**src/rtl/intirvx_wb_arbiter_pkg.sv**
```systemverilog
// rtl/intirvx_wb_arbiter_pkg.sv - shared types for the Inti RVX write-back arbiter
package intirvx_wb_arbiter_pkg;

  typedef enum logic {
    WB_FIXED = 1'b0,
    WB_RR    = 1'b1
  } wb_arb_mode_e;

  localparam int WB_CNT_W = 32;

endpackage

```
**src/rtl/intirvx_rr_arbiter.sv**
```systemverilog
// rtl/intirvx_rr_arbiter.sv - request to one-hot grant, fixed or rotating priority
module intirvx_rr_arbiter
  import intirvx_wb_arbiter_pkg::*;
#(
  parameter int           NCH  = 3,
  parameter wb_arb_mode_e MODE = WB_FIXED,
  localparam int          IW   = $clog2(NCH)
) (
  input  logic           clk,
  input  logic           rst,
  input  logic [NCH-1:0] req,
  output logic [NCH-1:0] gnt,
  output logic [IW-1:0]  gnt_idx,
  output logic           gnt_any
);

  logic [IW-1:0] ptr;

  // Fixed mode searches from 0; round-robin searches from ptr with wrap.
  always_comb begin
    gnt     = '0;
    gnt_idx = '0;
    gnt_any = 1'b0;
    for (int k = 0; k < NCH; k++) begin
      int idx;
      idx = (MODE == WB_RR) ? int'(ptr) + k : k;
      if (idx >= NCH) idx = idx - NCH;
      if (!gnt_any && req[idx]) begin
        gnt_any  = 1'b1;
        gnt_idx  = IW'(idx);
        gnt[idx] = 1'b1;
      end
    end
  end

  always_ff @(posedge clk) begin
    if (rst) begin
      ptr <= '0;
    end else if (MODE == WB_RR && gnt_any) begin
      ptr <= (gnt_idx == IW'(NCH - 1)) ? '0 : gnt_idx + IW'(1);
    end
  end

endmodule

```
**src/rtl/intirvx_wb_arbiter.sv**
```systemverilog
// rtl/intirvx_wb_arbiter.sv - NCH-channel write-back arbiter with sticky trap capture
// Optional per-channel acceptance counters under INTIRVX_WB_PERF_EN.
module intirvx_wb_arbiter
  import intirvx_wb_arbiter_pkg::*;
#(
  parameter int NCH      = 3,
  parameter int XLEN     = 32,
  parameter int RFA      = 5,
  parameter int ARB_MODE = 0
) (
  input  logic                          clk,
  input  logic                          rst,
  input  logic [NCH-1:0]                ch_valid,
  output logic [NCH-1:0]                ch_ready,
  input  logic [NCH-1:0][XLEN-1:0]      ch_res,
  input  logic [NCH-1:0][RFA-1:0]       ch_rd,
  input  logic [NCH-1:0]                ch_exc,
  input  logic                          flush,
  output logic                          wb_valid,
  output logic [RFA-1:0]                wb_rd,
  output logic [XLEN-1:0]               wb_data,
  output logic                          trap_valid,
  output logic [$clog2(NCH)-1:0]        trap_ch,
`ifdef INTIRVX_WB_PERF_EN
  output logic [NCH-1:0][WB_CNT_W-1:0]  perf_cnt,
`endif
  input  logic                          trap_ack
);

  localparam int IW = $clog2(NCH);

  logic [NCH-1:0] req;
  logic [NCH-1:0] gnt;
  logic [IW-1:0]  gnt_idx;
  logic           gnt_any;
  logic           acc_exc;
  logic           acc_wr;

  // Nothing may be accepted while a trap is pending, during flush or reset.
  assign req      = ch_valid & {NCH{~trap_valid & ~flush & ~rst}};
  assign ch_ready = gnt;
  assign acc_exc  = gnt_any && ch_exc[gnt_idx];
  assign acc_wr   = gnt_any && !ch_exc[gnt_idx] && (ch_rd[gnt_idx] != '0);

  intirvx_rr_arbiter #(
    .NCH  (NCH),
    .MODE (ARB_MODE != 0 ? WB_RR : WB_FIXED)
  ) u_arb (
    .clk     (clk),
    .rst     (rst),
    .req     (req),
    .gnt     (gnt),
    .gnt_idx (gnt_idx),
    .gnt_any (gnt_any)
  );

  always_ff @(posedge clk) begin
    if (rst) begin
      wb_valid   <= 1'b0;
      wb_rd      <= '0;
      wb_data    <= '0;
      trap_valid <= 1'b0;
      trap_ch    <= '0;
    end else begin
      wb_valid <= acc_wr;
      if (acc_wr) begin
        wb_rd   <= ch_rd[gnt_idx];
        wb_data <= ch_res[gnt_idx];
      end
      if (acc_exc) begin
        trap_valid <= 1'b1;
        trap_ch    <= gnt_idx;
      end else if (trap_ack && trap_valid) begin
        trap_valid <= 1'b0;
      end
    end
  end

`ifdef INTIRVX_WB_PERF_EN
  always_ff @(posedge clk) begin
    if (rst) begin
      perf_cnt <= '0;
    end else begin
      for (int i = 0; i < NCH; i++) begin
        if (gnt[i] && !ch_exc[i]) perf_cnt[i] <= perf_cnt[i] + WB_CNT_W'(1);
      end
    end
  end
`endif

endmodule
```
**config.mk**
```make
export PLATFORM = sky130hd
export DESIGN_NAME = intirvx_wb_arbiter
export DESIGN_NICKNAME = d
export VERILOG_FILES = /design/src/rtl/intirvx_wb_arbiter_pkg.sv /design/src/rtl/intirvx_rr_arbiter.sv /design/src/rtl/intirvx_wb_arbiter.sv
export SDC_FILE = /design/constraint.sdc
export NUM_CORES = 1
export LEC_CHECK = 0
export BUFFER_PORTS_ARGS = -buffer_cell sky130_fd_sc_hd__buf_2
export CORE_MARGIN = 1
export CORE_UTILIZATION = 46
export DETAILED_ROUTE_END_ITERATION = 8
export PLACE_DENSITY = 0.92
export SLEW_MARGIN = 20
export SYNTH_ARGS = -nofsm -noshare
export SYNTH_HDL_FRONTEND = slang
export SYNTH_HIERARCHICAL = 1
export SYNTH_SLANG_ARGS = --single-unit
```
**constraint.sdc**
```tcl
create_clock -name clk -period 5.35 [get_ports clk]
set_input_delay 0.2675 -clock clk [delete_from_list [all_inputs] [get_ports clk]]
set_output_delay 0.2675 -clock clk [all_outputs]
set_load 0.01 [all_outputs]
```
Word level (Yosys, flattened, before mapping)
Index checks and enable logic that the tools add are counted.
{"block": "word_totals", "regBits": 41, "latch_bits": 0, "ram_bits": 0, "mem_bits_ro": 0, "input_bits": 121, "elab_cells": 38, "memories": 0}
{"block": "op_classes", "add_sub_neg": 0, "multipliers": 0, "div": 0, "n_lt_le_gt_ge": 1, "n_eq_ne": 0, "shifts": 0, "n_mux": 15, "bitwise_logic": 6, "reduce_logical": 11}
{"operator": "binary-select mux 32 bit (select 2 bit)", "n": 1}
{"operator": "two-way mux 32 bit", "n": 1}
{"operator": "binary-select mux 5 bit (select 2 bit)", "n": 1}
{"operator": "two-way mux 1 bit", "n": 9}
{"operator": "logical AND 1 bit", "n": 6}
{"operator": "two-way mux 5 bit", "n": 1}
{"operator": "nonzero test 5 bit", "n": 1}
{"operator": "bitwise AND 3 bit", "n": 1}
{"operator": "zero test 1 bit", "n": 3}
{"operator": "less-than comparator 2 x 3 -> 1 bit, second input constant", "n": 1}
{"operator": "NOT 1 bit", "n": 3}
{"operator": "bitwise AND 1 bit", "n": 2}
{"operator": "binary-select mux 1 bit (select 2 bit)", "n": 1}
{"operator": "two-way mux 2 bit", "n": 1}
{"operator": "nonzero test 2 bit", "n": 1}

Depth between registers and ports, before layout
Gate-level depths: netlist (run 1).
{"block": "logic_depth", "word_depth": 16, "mapped_depth": 14, "depth_no_buf": 8}

Modules after synthesis
The synthesis (run 1) kept the hierarchy.
{"module": "intirvx_wb_arbiter", "instances": 1, "cells_per_inst": 311, "area_each_um2": 2518.7}
{"module": "intirvx_rr_arbiter", "instances": 1, "cells_per_inst": 6, "area_each_um2": 45.0}

Worst setup path after synthesis (run 1)
OpenSTA, ideal clock, no wires.
{"block": "synth_path", "path_kind": "in2reg", "from": "in rst", "to": "reg wb_data[10]", "setup_time_ns": 0.134, "arrival_time_ns": 2.634, "path_slack_ns": 2.581, "cell_stages": 13, "path_buffers": 5, "cell_sequence": "clkbuf_1 -> nor3_1 -> and2_1 -> and2b_2 -> buf_4 -> buf_2 -> buf_4 -> mux2i_1 -> o2bb2ai_1 -> or4_4 -> o21ai_4 -> buf_4 -> a211oi_1"}
{"block": "synth_between", "elab_chain_cells": 15, "word_cells_on_any_way": 22}
{"item": "start: declaration", "line": "intirvx_wb_arbiter.sv:12", "source": "input logic rst,"}
{"item": "NOT 1 bit (*)", "line": "intirvx_wb_arbiter.sv:40", "source": "assign req = ch_valid & {NCH{~trap_valid & ~flush & ~rst}};"}
{"item": "bitwise AND 1 bit (*)", "line": "intirvx_wb_arbiter.sv:40"}
{"item": "bitwise AND 3 bit (*)", "line": "intirvx_wb_arbiter.sv:40"}
{"item": "via req[0]", "line": "intirvx_wb_arbiter.sv:32", "source": "logic [NCH-1:0] req;"}
{"item": "two-way mux 1 bit (*)", "line": "intirvx_rr_arbiter.sv:28", "source": "if (!gnt_any && req[idx]) begin"}
{"item": "zero test 1 bit", "line": "intirvx_rr_arbiter.sv:28"}
{"item": "logical AND 1 bit", "line": "intirvx_rr_arbiter.sv:28"}
{"item": "two-way mux 1 bit", "line": "intirvx_rr_arbiter.sv:28"}
{"item": "zero test 1 bit", "line": "intirvx_rr_arbiter.sv:28"}
{"item": "logical AND 1 bit", "line": "intirvx_rr_arbiter.sv:28"}
{"item": "two-way mux 2 bit (*)", "line": "intirvx_rr_arbiter.sv:28"}
{"item": "via gnt_idx[0]", "line": "intirvx_wb_arbiter.sv:34", "source": "logic [IW-1:0] gnt_idx;"}
{"item": "branches (longest 5 deep; another with binary-select mux 5 bit (select 2 bit))"}
{"item": "end signal: assignment", "line": "intirvx_wb_arbiter.sv:68", "source": "wb_data <= ch_res[gnt_idx];"}
{"item": "end: declaration", "line": "intirvx_wb_arbiter.sv:21", "source": "output logic [XLEN-1:0] wb_data,"}
Mark *: on every way through the listed nets, which the timed path passes. The select of a mux whose other input is x is not followed.
A chain may end at the register's enable or synchronous reset.

Final worst setup path (run 1)
{"block": "layout_path", "from": "in rst", "to": "reg wb_data[29]"}
{"block": "layout_between", "elab_chain_cells": 15, "word_cells_on_any_way": 22}
{"item": "branches (longest 15 deep; another with binary-select mux 5 bit (select 2 bit))"}
Parallel ways; which one is timed is not known. The select of a mux whose other input is x is not followed.

==> results.md, run 1 <==
- Status: finished clean
- Synth Area in Simple Gates: a little under a tenth
- CP max stage cell: and2b_2
- Post-Route WL: ~7.6 mm
- Clk slew on worst S/H paths: around 0.07 ns
- Compound-Gate Fraction of Synth Area: a little under a third
- Die Area: a little under 0.006 sq mm
- First-pass GRT wire length: 12.44 mm
- Largest family of logic cells by synthesized area: compound AO/OA/AOI/OAI gates
- Layout fillers: 480
- DRT antenna net count: 0
- Post-synth EDFFs: 0
- GRT Overall Usage: between 20 and 30%
- Worst-case clock skew: 0.001532 ns
- CTS Hold Bufs: 0
- Met3 WL: between 400 and 500 um
- Worst EP arrival: 3.98 ns
- Io pins: 165
- Clock root cell: clkbuf_8
- Yosys warnings: 6
- Initial Utilization: around half
- Leakage: 1.517 nW
- Die Wd: around 77 um
- Seq/Total Area, Yosys: roughly 32%
- Vias: 2,832
- CTS sink count: 41
- Setup total negative slack: 0 ns
- Peak supply drop: approximately 0.17 mV
- # DRC: 0
- Setup violators final: 0
- Core Footprint: roughly 0.0052 sq mm
- P&R area growth vs syn: 34.99%
- Drt first pass iters: 4
- DP HPWL: 5.560 mm
- Syn avg cell area: a little over 8 sq um
- H-Tree Level Count: 2
- Chip height: between 70 and 80 um
- TritonCTS clock tree: yes
- Multi-input gate area: 0.001480 sq mm
- Post-route clock period utilization: about 72%
- Overall power: between 700 and 800 uW
- ANT cells: 0
- RD Place Congestion: 0.7744
- Initial antenna violation count: 0
- Max Clk Rate: about 260 MHz
- Mapped Area: between 0.002 and 0.003 sq mm
- Top Layer Used: met4
- Clk_lat worst skew: approximately 0.28 ns
- Number of global-route vias before repair: between 2,000 and 3,000
- Post-synthesis async set-or-reset flop share: 0%
- Top_reg_cell synth: dfxtp_1
- Met2 wire len: slightly below 4 mm
- Row count: 26
- CTS buffer count: 5
- Critical path startpoint category: input port
- Max Transition Viols Final: 0
- Commonest non-fill, non-tap cell in the layout: buf_2
- Inst Count DP: around 520
- DP Area: approximately 0.0034 sq mm
- Fin nets: 580
- CP max FO: between 40 and 50
- Yosys cell types: 30
- Clock Path Buffers: 2
- HP Class: input port to flop
- Synthesized Nets: roughly 440
- XOR/XNOR Fraction of Synth Area: 0%
- Flops & latches, synth: 41
- Met1 WL: ~3.2 mm
- Post-route cell area: roughly 0.0035 sq mm
- Gr ovfl total: 0
- WL/cell: 14.41 um
- Pwr dens: between 200 and 250 mW/mm^2
- Post-synthesis cell count: about 320
- Post-CTS Resized: 0
- Register area: slightly above 800 sq um
- Slew HR: 41.45%
- Hold slack: ~0.25 ns
- Port-buffer cells: between 150 and 200
- DR vias/cell: 5.353
- Hold Vio Cnt, Final: 0
- Critical path cell sequence: buf_2 > nor3_1 > and2_1 > and2b_2 > nor2b_4 > o2bb2ai_1 > or4_4 > o21ai_4 > a211oi_1
- Most frequent cells in the layout: buf_2 (164), dfxtp_1 (41), mux2i_1 (40), a21oi_1 (34), nand2_1 (33)
- Slew @ Worst Pin: roughly 0.87 ns
- CP required: 5.48 ns
- Setup Buffers After CTS: 0
- Share of cells above drive strength 1: between 40% and 50%
- Final non-filler cell total: between 500 and 600
- Worst setup EP type: flop
- Synth Area in Adders: 0%
- Largest stage delay, worst path: just over 0.7 ns
- 1st-iter DRT viols: between 100 and 150
- Post-layout minimum cycle time: between 3 and 4 ns
- RSZ-0062 raised after global routing: false
- Largest net degree at the start of global routing: 44
- Max Cap Violations: 0
- Mux cell area share after synthesis: about 16%
- WS Path Type: input port to flop
==> layer usage <==
metal / vias up / global-route usage (%)
li1: 1424 / -
met1: 1279 / 29.91
met2: 123 / 47.12
met3: 6 / 5.238
met4: 0 / 6.731
met5: - / 0
==> synthesized netlist by cell type, drive strengths merged, types with 2 or more instances <==
master    n  area [sq um]
a22oi     4         30.03
clkbuf   17         63.81
buf      18         103.9
o21ai     2         21.27
nand2    33         123.9
a21oi    35         175.2
o41ai     4         35.03
nor2      8         30.03
a211oi   32         240.2
dfxtp    41         820.8
inv      32         120.1
and2      3         18.77
o211ai   32         240.2
mux2i    40         400.4
o2bb2ai   5         50.04
==> stage by stage <==
stage	setup slack (ns)	utilization [%]
after floorplan	2.581	-
after global placement	1.366	64.43
after detailed placement	1.159	64.43
after CTS	1.474	66.08
after global routing	1.174	66.08
final	1.493	66.08
==> worst paths after layout <==
kind                            depth (start not counted)  slack, ns           to       start
worst min register to register                          2       0.45   wb_data[6]  wb_data[6]
worst min-delay path                                    3       0.25   trap_valid    trap_ack
worst max-delay path                                    9       1.49  wb_data[29]         rst
worst max register to register                          8       1.66  wb_data[29]  trap_valid
==> critical path, delay by kind of cell <==
family	cells	cell delay (ns)
compound gates	3	1.17
buf+inv	1	0.57
simple gates	5	1.92
==> layout make-up <==
cell class	count	share of cell area (%)
Timing Repair Buffer	170	25.02
Sequential cell	41	23.72
Multi-Input combinational cell	209	42.77
Clock buffer	7	2.495
Inverter	32	3.471
Tap cell	70	2.531
==> flip-flops by register name, indices dropped and copies added, names as in the netlist <==
| name | flops |
|---|---|
| wb_valid | 1 |
| wb_rd | 5 |
| trap_valid | 1 |
| wb_data | 32 |
| trap_ch | 2 |
==> cell families (layout without fill, tap and decap cells) <==
logic type,after synthesis,in the layout
simple gates,53,53
flops,41,41
mux,40,40
compound gates,116,116
buf+inv,67,209
==> power breakdown <==
part           switching, mW  internal, mW
logic                  0.120        0.0961
registers             0.0135         0.331
clock network         0.0959         0.102
total                  0.230         0.529
Note: power is estimated with default switching activity, not from simulation.
==> run 2: changes to the inputs <==
--- a/config.mk
+++ b/config.mk
@@ -5,11 +5,12 @@
 export SDC_FILE = /design/constraint.sdc
 export NUM_CORES = 1
 export LEC_CHECK = 0
+export ABC_AREA = 1
 export BUFFER_PORTS_ARGS = -buffer_cell sky130_fd_sc_hd__buf_2
 export CORE_MARGIN = 1
-export CORE_UTILIZATION = 46
+export CORE_UTILIZATION = 43
 export DETAILED_ROUTE_END_ITERATION = 8
-export PLACE_DENSITY = 0.92
+export PLACE_DENSITY = 0.87
 export SLEW_MARGIN = 20
 export SYNTH_ARGS = -nofsm -noshare
 export SYNTH_HDL_FRONTEND = slang
==> constraint.sdc (replaced) <==
create_clock -name clk -period 3.8 [get_ports clk]
set_input_delay 0.19 -clock clk [delete_from_list [all_inputs] [get_ports clk]]
set_output_delay 0.19 -clock clk [all_outputs]
set_load 0.01 [all_outputs]
==> run 2 against run 1 <==
Net effect:
- highest routed layer unchanged
- largest power group unchanged
- total power up 49%
- final area down 0.33%
- setup slack worse by 0.56 ns
- sequential power up 41%
- combinational power up 56%
- via count up 10%
- clock-buffer cell count unchanged
- critical path type is now flop to flop
- first-iteration DRC count up 65%
==> results.md, run 2 <==
- Vias: 3,128 (+10%)
- Yosys cell types: 18 (-40%)
- Multi-input gate area: 0.001449 sq mm (-2.1%)
- CTS buffer count: 5 (unchanged)
- Critical path startpoint category: flop
- DP Area: 0.003348 sq mm (-0.78%)
- Peak supply drop: 0.1795 mV (+4.6%)
- R2R Path Start: trap_valid
- HP Class: input port to flop
- Synthesized Nets: 524 (+20%)
- TritonCTS clock tree: yes
- Worst setup EP type: flop
- Internal: 787.9 uW (+49%)
- Layout fillers: 540 (+13%)
- Sw frac: 30.27% (about the same)
- Post-route clock period utilization: 75.35%
- Io pins: 165 (unchanged)
- Worst-case clock skew: 0.002460 ns (+0.0009281 ns)
- Pwr dens: 327.6 mW/mm^2 (+49%)
- Status: finished clean
- Row count: 27 (+3.8%)
- RSZ-0062 raised after global routing: false
- WL/cell: 12.84 um (-11%)
- Port-buffer cells: 164 (unchanged)
- Hold_sp: rst
- Most frequent cells in the layout: buf_2 (164), nor2_1 (78), nand2_1 (63), nand3_1 (42), dfxtp_1 (41)
- Worst EP arrival: 3.05 ns (-0.93 ns)
- CTS sink count: 41 (unchanged)
- Setup total negative slack: 0 ns (unchanged)
- Flops & latches, synth: 41 (unchanged)
- ANT cells: 0 (unchanged)
- Slew HR: 49.42% (+8.0 points)
- Post-route cell area: 0.003450 sq mm (-0.33%)
- Psw: 342.1 uW (+49%)
- Most frequent cell after synthesis: nor2_1
- Top_reg_cell synth: dfxtp_1
- Gr ovfl total: 0 (unchanged)
- Top flop regs: wb_data: 32 flops, wb_rd: 5 flops, trap_ch: 2 flops
- Mapped Area: 0.002570 sq mm (+0.24%)
- Leakage: 1.882 nW (+24%)
- Post-synthesis cell count: 403 (+27%)
- Commonest non-fill, non-tap cell in the layout: buf_2
- Power share of the clock group: 27.1% (+1.0 points)
- GRT Overall Usage: 24.72% (-0.89 points)
- Worst-case hold path end point: trap_valid
- DRT antenna net count: 0 (unchanged)
- Max Cap Violations: 0 (unchanged)
- Post-synth EDFFs: 0 (unchanged)
- DP HPWL: 5.696 mm (+2.5%)
- Seq/Total Area, Yosys: 31.94% (-0.078 points)
- CTS Hold Bufs: 0 (unchanged)
- Worst Hold Path Cells: 2 (-1)
- Die Wd: 79.31 um (+3.5%)
- CP required: 3.98 ns (-1.50 ns)
- Hold Vio Cnt, Final: 0 (unchanged)
- Area leader, netlist: dfxtp_1
- Clock root cell: clkbuf_8
- Post-synthesis async set-or-reset flop share: 0% (unchanged)
- Clk slew on worst S/H paths: 0.07 ns (about the same)
- Slew @ Worst Pin: 0.7568 ns (-0.1148 ns)
- P&R area growth vs syn: 34.23%
- Sequential share of power: 43.0% (-2.4 points)
- Register area: 820.8 sq um (unchanged)
- Combinational power share: 29.9% (+1.4 points)
- 1st-iter DRT viols: 208 (+65%)
- Largest net degree at the start of global routing: 76 (+73%)
- Max Clk Rate: approximately 350 MHz
- Post-route setup slack: 0.9365 ns (-0.5566 ns)
- Core Footprint: 0.005642 sq mm (+7.7%)
- Clk_lat worst skew: 0.28 ns (about the same)
- Top cell type's share of synthesized area: 31.94% (-0.078 points)
- Initial Utilization: 45.55% (-3.4 points)
- Reg2Reg Setup Slack: 0.94 ns (-0.72 ns)
- H-Tree Level Count: 2 (unchanged)
- Initial antenna violation count: 0 (unchanged)
- Top cells by area, synth: dfxtp_1 (32%), nor2_1 (12%), a2bb2oi_1 (11%), nand2_1 (9.2%), nand3_1 (8.2%)
- Drt first pass iters: 4 (unchanged)
- Syn avg cell area: 6.377 sq um (-21%)
- WS Path Type: flop to flop
- DR vias/cell: 5.094 (-4.8%)
- RD Place Congestion: 0.8680 (+12%)
- CP max FO: 41 (-2.4%)
- Worst R2R Path Depth: 15 (+7)
- First-pass GRT wire length: 12.31 mm (-1.1%)
- Synth top cells by count: nor2_1 (80), nand2_1 (63), nand3_1 (42)
- Reg with most FFs: wb_data
- Final Util: 61.14% (-4.9 points)
- Clock Path Buffers: 2 (unchanged)
- Max FFs per register: 32 (unchanged)
- Yosys warnings: 6 (unchanged)
- Number of global-route vias before repair: 2,748 (-1.2%)
- Post-layout minimum cycle time: about 2.9 ns
- Share of cells above drive strength 1: 34.69% (-5.4 points)
- # DRC: 0 (unchanged)
- Setup violators final: 0 (unchanged)
- Post-CTS Resized: 0 (unchanged)
- Post-Route WL: 7.881 mm (+3.4%)
- Fin nets: 662 (+14%)
- Chip height: 79.31 um (+3.5%)
- Die Area: 0.006290 sq mm (+7.0%)
- R2r endpoint: wb_rd[0]
- Pre-CTS setup slack: 0.9891 ns (-0.1704 ns)
- Max Transition Viols Final: 0 (unchanged)
- Setup Buffers After CTS: 0 (unchanged)
run 2: cell count changes after synthesis, moves of 5 or more:
cell	change
mux2i_1	-40
inv_1	-10
nand2_1	+30
o21ai_0	+33
nor2_1	+72
nand3_1	+42
a21oi_1	+5
a2bb2oi_1	+32
a211oi_1	-32
o211ai_1	-32
run 2: cells by family after synthesis:
| logic type | Yosys count | synth area share, % |
|---|---|---|
| compound gates | 108 | 25.80 |
| flops | 41 | 31.94 |
| simple gates | 189 | 30.19 |
| buf+inv | 65 | 12.07 |
run 2: layer usage:
metal | wire [um] | global-route usage [%]
met3 | 510 | 3.678
met4 | 166 | 10.18
met1 | 3591 | 31.28
met5 | 0 | 0
met2 | 3613 | 41.64
run 2: final cells by class:
cell class	instances	share of cell area [%]
repair buffers	170	25.83
inverters	26	2.829
clock inverters	1	0.1451
multi-input cells	297	42.00
clock buffers	7	2.793
flip-flops and latches	41	23.79
well taps	72	2.612
run 2: worst max-delay path, cell delays in order (launching register included):
cell and delay, ns:
dfxtp_1 0.33, nor2_1 0.11, nand2_1 0.09, nor2_1 0.24, inv_2 0.07, nand2_2 0.06
nor2_2 0.05, inv_2 0.41, nor2_2 0.06, nand2_1 0.09, nand2_1 0.10, nor2_4 0.60
buf_12 0.29, nand3_1 0.12, nand2_1 0.10, nor2_1 0.04
run 2: per-stage QoR:
stage	std cells	power, mW	hold slack (ns)
floorplan	403	0.7012	0.2591
global placement	606	0.8220	0.4075
detailed placement	606	0.8330	0.4079
CTS	614	1.141	0.09785
global route	614	1.205	0.1142
finish	614	1.130	0.1099
run 2: worst max-delay path by stage:
| stage | startpoint | end | slack, ns | cells after the start |
|---|---|---|---|---|
| floorplan | rst | wb_data[0] | 1.51 | 17 |
| global placement | trap_valid | wb_data[23] | 1.10 | 15 |
| detailed placement | trap_valid | wb_rd[0] | 0.99 | 15 |
| CTS | trap_valid | wb_rd[0] | 0.93 | 15 |
| global route | trap_valid | wb_rd[0] | 0.62 | 13 |
| finish | trap_valid | wb_rd[0] | 0.94 | 15 |
run 2: power by group through the flow:
stage | Sequential, mW | Clock (mW) | Combinational (mW)
floorplan | 0.514 | 0 | 0.187
global placement | 0.495 | 0 | 0.327
detailed placement | 0.496 | 0 | 0.337
CTS | 0.486 | 0.316 | 0.339
global route | 0.491 | 0.338 | 0.376
finish | 0.486 | 0.306 | 0.338
==> run 3: changes to the inputs <==
--- a/config.mk
+++ b/config.mk
@@ -5,12 +5,12 @@
 export SDC_FILE = /design/constraint.sdc
 export NUM_CORES = 1
 export LEC_CHECK = 0
-export ABC_AREA = 1
+export ABC_AREA = 0
 export BUFFER_PORTS_ARGS = -buffer_cell sky130_fd_sc_hd__buf_2
 export CORE_MARGIN = 1
-export CORE_UTILIZATION = 43
+export CORE_UTILIZATION = 39
 export DETAILED_ROUTE_END_ITERATION = 8
-export PLACE_DENSITY = 0.87
+export PLACE_DENSITY = 0.84
 export SLEW_MARGIN = 20
 export SYNTH_ARGS = -nofsm -noshare
 export SYNTH_HDL_FRONTEND = slang
==> constraint.sdc (replaced) <==
create_clock -name clk -period 2.5 [get_ports clk]
set_input_delay 0.125 -clock clk [delete_from_list [all_inputs] [get_ports clk]]
set_output_delay 0.125 -clock clk [all_outputs]
set_load 0.01 [all_outputs]
==> run 3 against run 2 <==
Net effect:
- critical path type unchanged
- clock skew barely moved
- non-clock buffer count grew 19
- via count fell by 7.0%
- clock power rose by 64%
- register-to-register slack worse by 0.91 ns
- combinational power grew 55%
- critical path depth fell by 6
- highest routed layer unchanged
==> results.md, run 3 (synthesis gave the netlist of run 1 again) <==
- Sw frac: 29.17% (-1.1 points)
- Chip height: 83.08 um (+4.7%)
- Peak supply drop: 0.3698 mV (+110%)
- Worst EP arrival: 2.63 ns (-0.42 ns)
- DRT antenna net count: 0 (unchanged)
- # DRC: 0 (unchanged)
- ANT cells: 0 (unchanged)
- Core Footprint: 0.006350 sq mm (+13%)
- Max Cap Violations: 0 (unchanged)
- GRT Overall Usage: 22.87% (-1.9 points)
- WL/cell: 14.32 um (+12%)
- Power share of the clock group: 28.5% (+1.4 points)
- CTS Hold Bufs: 0 (unchanged)
- Slew @ Worst Pin: 0.4521 ns (-0.3047 ns)
- Drt first pass iters: 4 (unchanged)
- WS Path Type: flop to flop
- RD Place Congestion: 0.8413 (-3.1%)
- Leakage: 1.650 nW (-12%)
- Number of global-route vias before repair: 3,067 (+12%)
- Reg2Reg Setup Slack: 0.02 ns (-0.91 ns)
- R2r endpoint: wb_data[21]
- Die Wd: 83.08 um (+4.7%)
- Initial antenna violation count: 0 (unchanged)
- Clk_lat worst skew: 0.28 ns (about the same)
- Clock Path Buffers: 2 (unchanged)
- Io pins: 165 (unchanged)
- Status: finished clean
- Slew HR: 69.86% (+20 points)
- Fin nets: 599 (-9.5%)
- First-pass GRT wire length: 13.14 mm (+6.7%)
- CTS sink count: 41 (unchanged)
- Final Util: 58.90% (-2.2 points)
- Hold_sp: trap_ack
- Worst setup EP type: flop
- Worst-case clock skew: 0.002877 ns (+0.0004174 ns)
- Sequential share of power: 41.8% (-1.2 points)
- Commonest non-fill, non-tap cell in the layout: buf_2
- Port-buffer cells: 164 (unchanged)
- Worst-case hold path end point: trap_valid
- P&R area growth vs syn: 45.88%
- Pwr dens: 470.1 mW/mm^2 (+44%)
- Hold Vio Cnt, Final: 0 (unchanged)
- Combinational power share: 29.7% (-0.2 points)
- Critical path startpoint category: flop
- Most frequent cells in the layout: buf_2 (164), dfxtp_1 (40), mux2i_1 (39), a21oi_1 (34), nand2_1 (33)
- CP max FO: 25 (-39%)
- CP required: 2.65 ns (-1.33 ns)
- RSZ-0062 raised after global routing: true
- CTS buffer count: 5 (unchanged)
- Psw: 512.9 uW (+50%)
- Max Transition Viols Final: 0 (unchanged)
- Setup total negative slack: 0 ns (unchanged)
- Max Clk Rate: 403.6 MHz (+16%)
- TritonCTS clock tree: yes
- Reg with most FFs: wb_data
- Gr ovfl total: 0 (unchanged)
- Internal: 1.245 mW (+58%)
- Top flop regs: wb_data: 32 flops, wb_rd: 5 flops, trap_ch: 2 flops
- Setup violators final: 0 (unchanged)
- Post-layout minimum cycle time: 2.478 ns (-0.3857 ns)
- Post-Route WL: 7.948 mm (+0.85%)
- DR vias/cell: 5.240 (+2.8%)
- Max FFs per register: 32 (unchanged)
- DP HPWL: 6.000 mm (+5.3%)
- Worst Hold Path Cells: 3 (+1)
- Clk slew on worst S/H paths: 0.07 ns (about the same)
- Vias: 2,908 (-7.0%)
- R2R Path Start: trap_valid
- Die Area: 0.006901 sq mm (+9.7%)
- Share of cells above drive strength 1: 44.98% (+10 points)
- Row count: 29 (+7.4%)
- H-Tree Level Count: 2 (unchanged)
- Worst R2R Path Depth: 9 (-6)
- Clock root cell: clkbuf_8
- Post-route clock period utilization: 99.11% (+24 points)
- Initial Utilization: 40.37% (-5.2 points)
- Largest net degree at the start of global routing: 42 (-45%)
- HP Class: input port to flop
- 1st-iter DRT viols: 122 (-41%)
## run 3: changes by cell type in the layout (fill, tap and decap cells not counted), sizes merged, moves of 6 or more
cell | before | now
mux2i | 0 | 40
nor2 | 82 | 8
nand2 | 64 | 33
o21ai | 35 | 2
a211oi | 0 | 32
o211ai | 0 | 32
buf | 170 | 189
nand3 | 43 | 0
a2bb2oi | 32 | 0
inv | 26 | 32
## run 3: worst max-delay path by stage
stage | cells past startpoint | endpoint | start | slack [ns]
final | 9 | wb_data[21] | trap_valid | 0.02
after global routing | 9 | wb_data[3] | trap_valid | -0.11
after CTS | 9 | wb_data[10] | trap_valid | 0.03
after detailed placement | 9 | wb_data[10] | trap_valid | -0.12
after global placement | 9 | wb_data[6] | trap_valid | 0.02
after floorplan | 12 | wb_data[10] | trap_valid | -0.05
## run 3: routing by layer
metal	GRT usage, %	routed length, um
met3	3.877	333
met1	25.67	3326
met4	8.464	131
met2	42.85	4156
met5	0	0
## run 3: timing repair
action / in CTS / in global routing
resized for setup: 3 / 14
cloned: 0 / 2
pin swaps: 0 / 9
setup buffers: 1 / 2
setup endpoints to repair: 34 / 37
## run 3: cell type report
| type | count | area, sq um |
|---|---|---|
| Inverter | 32 | 120.1 |
| Timing Repair Buffer | 189 | 1056 |
| Clock buffer | 5 | 68.82 |
| Multi-Input combinational cell | 209 | 1541 |
| Tap cell | 77 | 96.34 |
| Clock inverter | 2 | 35.03 |
| Sequential cell | 41 | 822.0 |
| Fill cell | 568 | 2610 |
## run 3: power groups by stage
stage	Clock [mW]	Sequential, mW	Combinational, mW
after floorplan	0	0.774	0.252
final	0.501	0.735	0.523
after global routing	0.548	0.743	0.572
after detailed placement	0	0.749	0.503
after CTS	0.520	0.735	0.508
after global placement	0	0.748	0.486
## run 3: per-stage QoR
stage               hold WS [ns]  cells  total power [mW]  area (sq um)  setup slack (ns)
floorplan                 0.2993    317             1.027          2624          -0.05057
global placement          0.3963    543             1.234          3547           0.02288
detailed placement        0.4036    543             1.252          3547           -0.1210
CTS                      0.09272    551             1.764          3669           0.03075
global route              0.1084    555             1.863          3740           -0.1115
finish                    0.1045    555             1.758          3740           0.02225
## run 3: worst max-delay path, cell delays in order (launching register included)
cell and delay (ns):
dfxtp_2 0.34, nor3_4 0.21, and2_4 0.20, and2b_4 0.25
mux2i_1 0.24, o2bb2ai_2 0.09, or4_4 0.56, o21ai_4 0.18
buf_12 0.18, a211oi_1 0.09
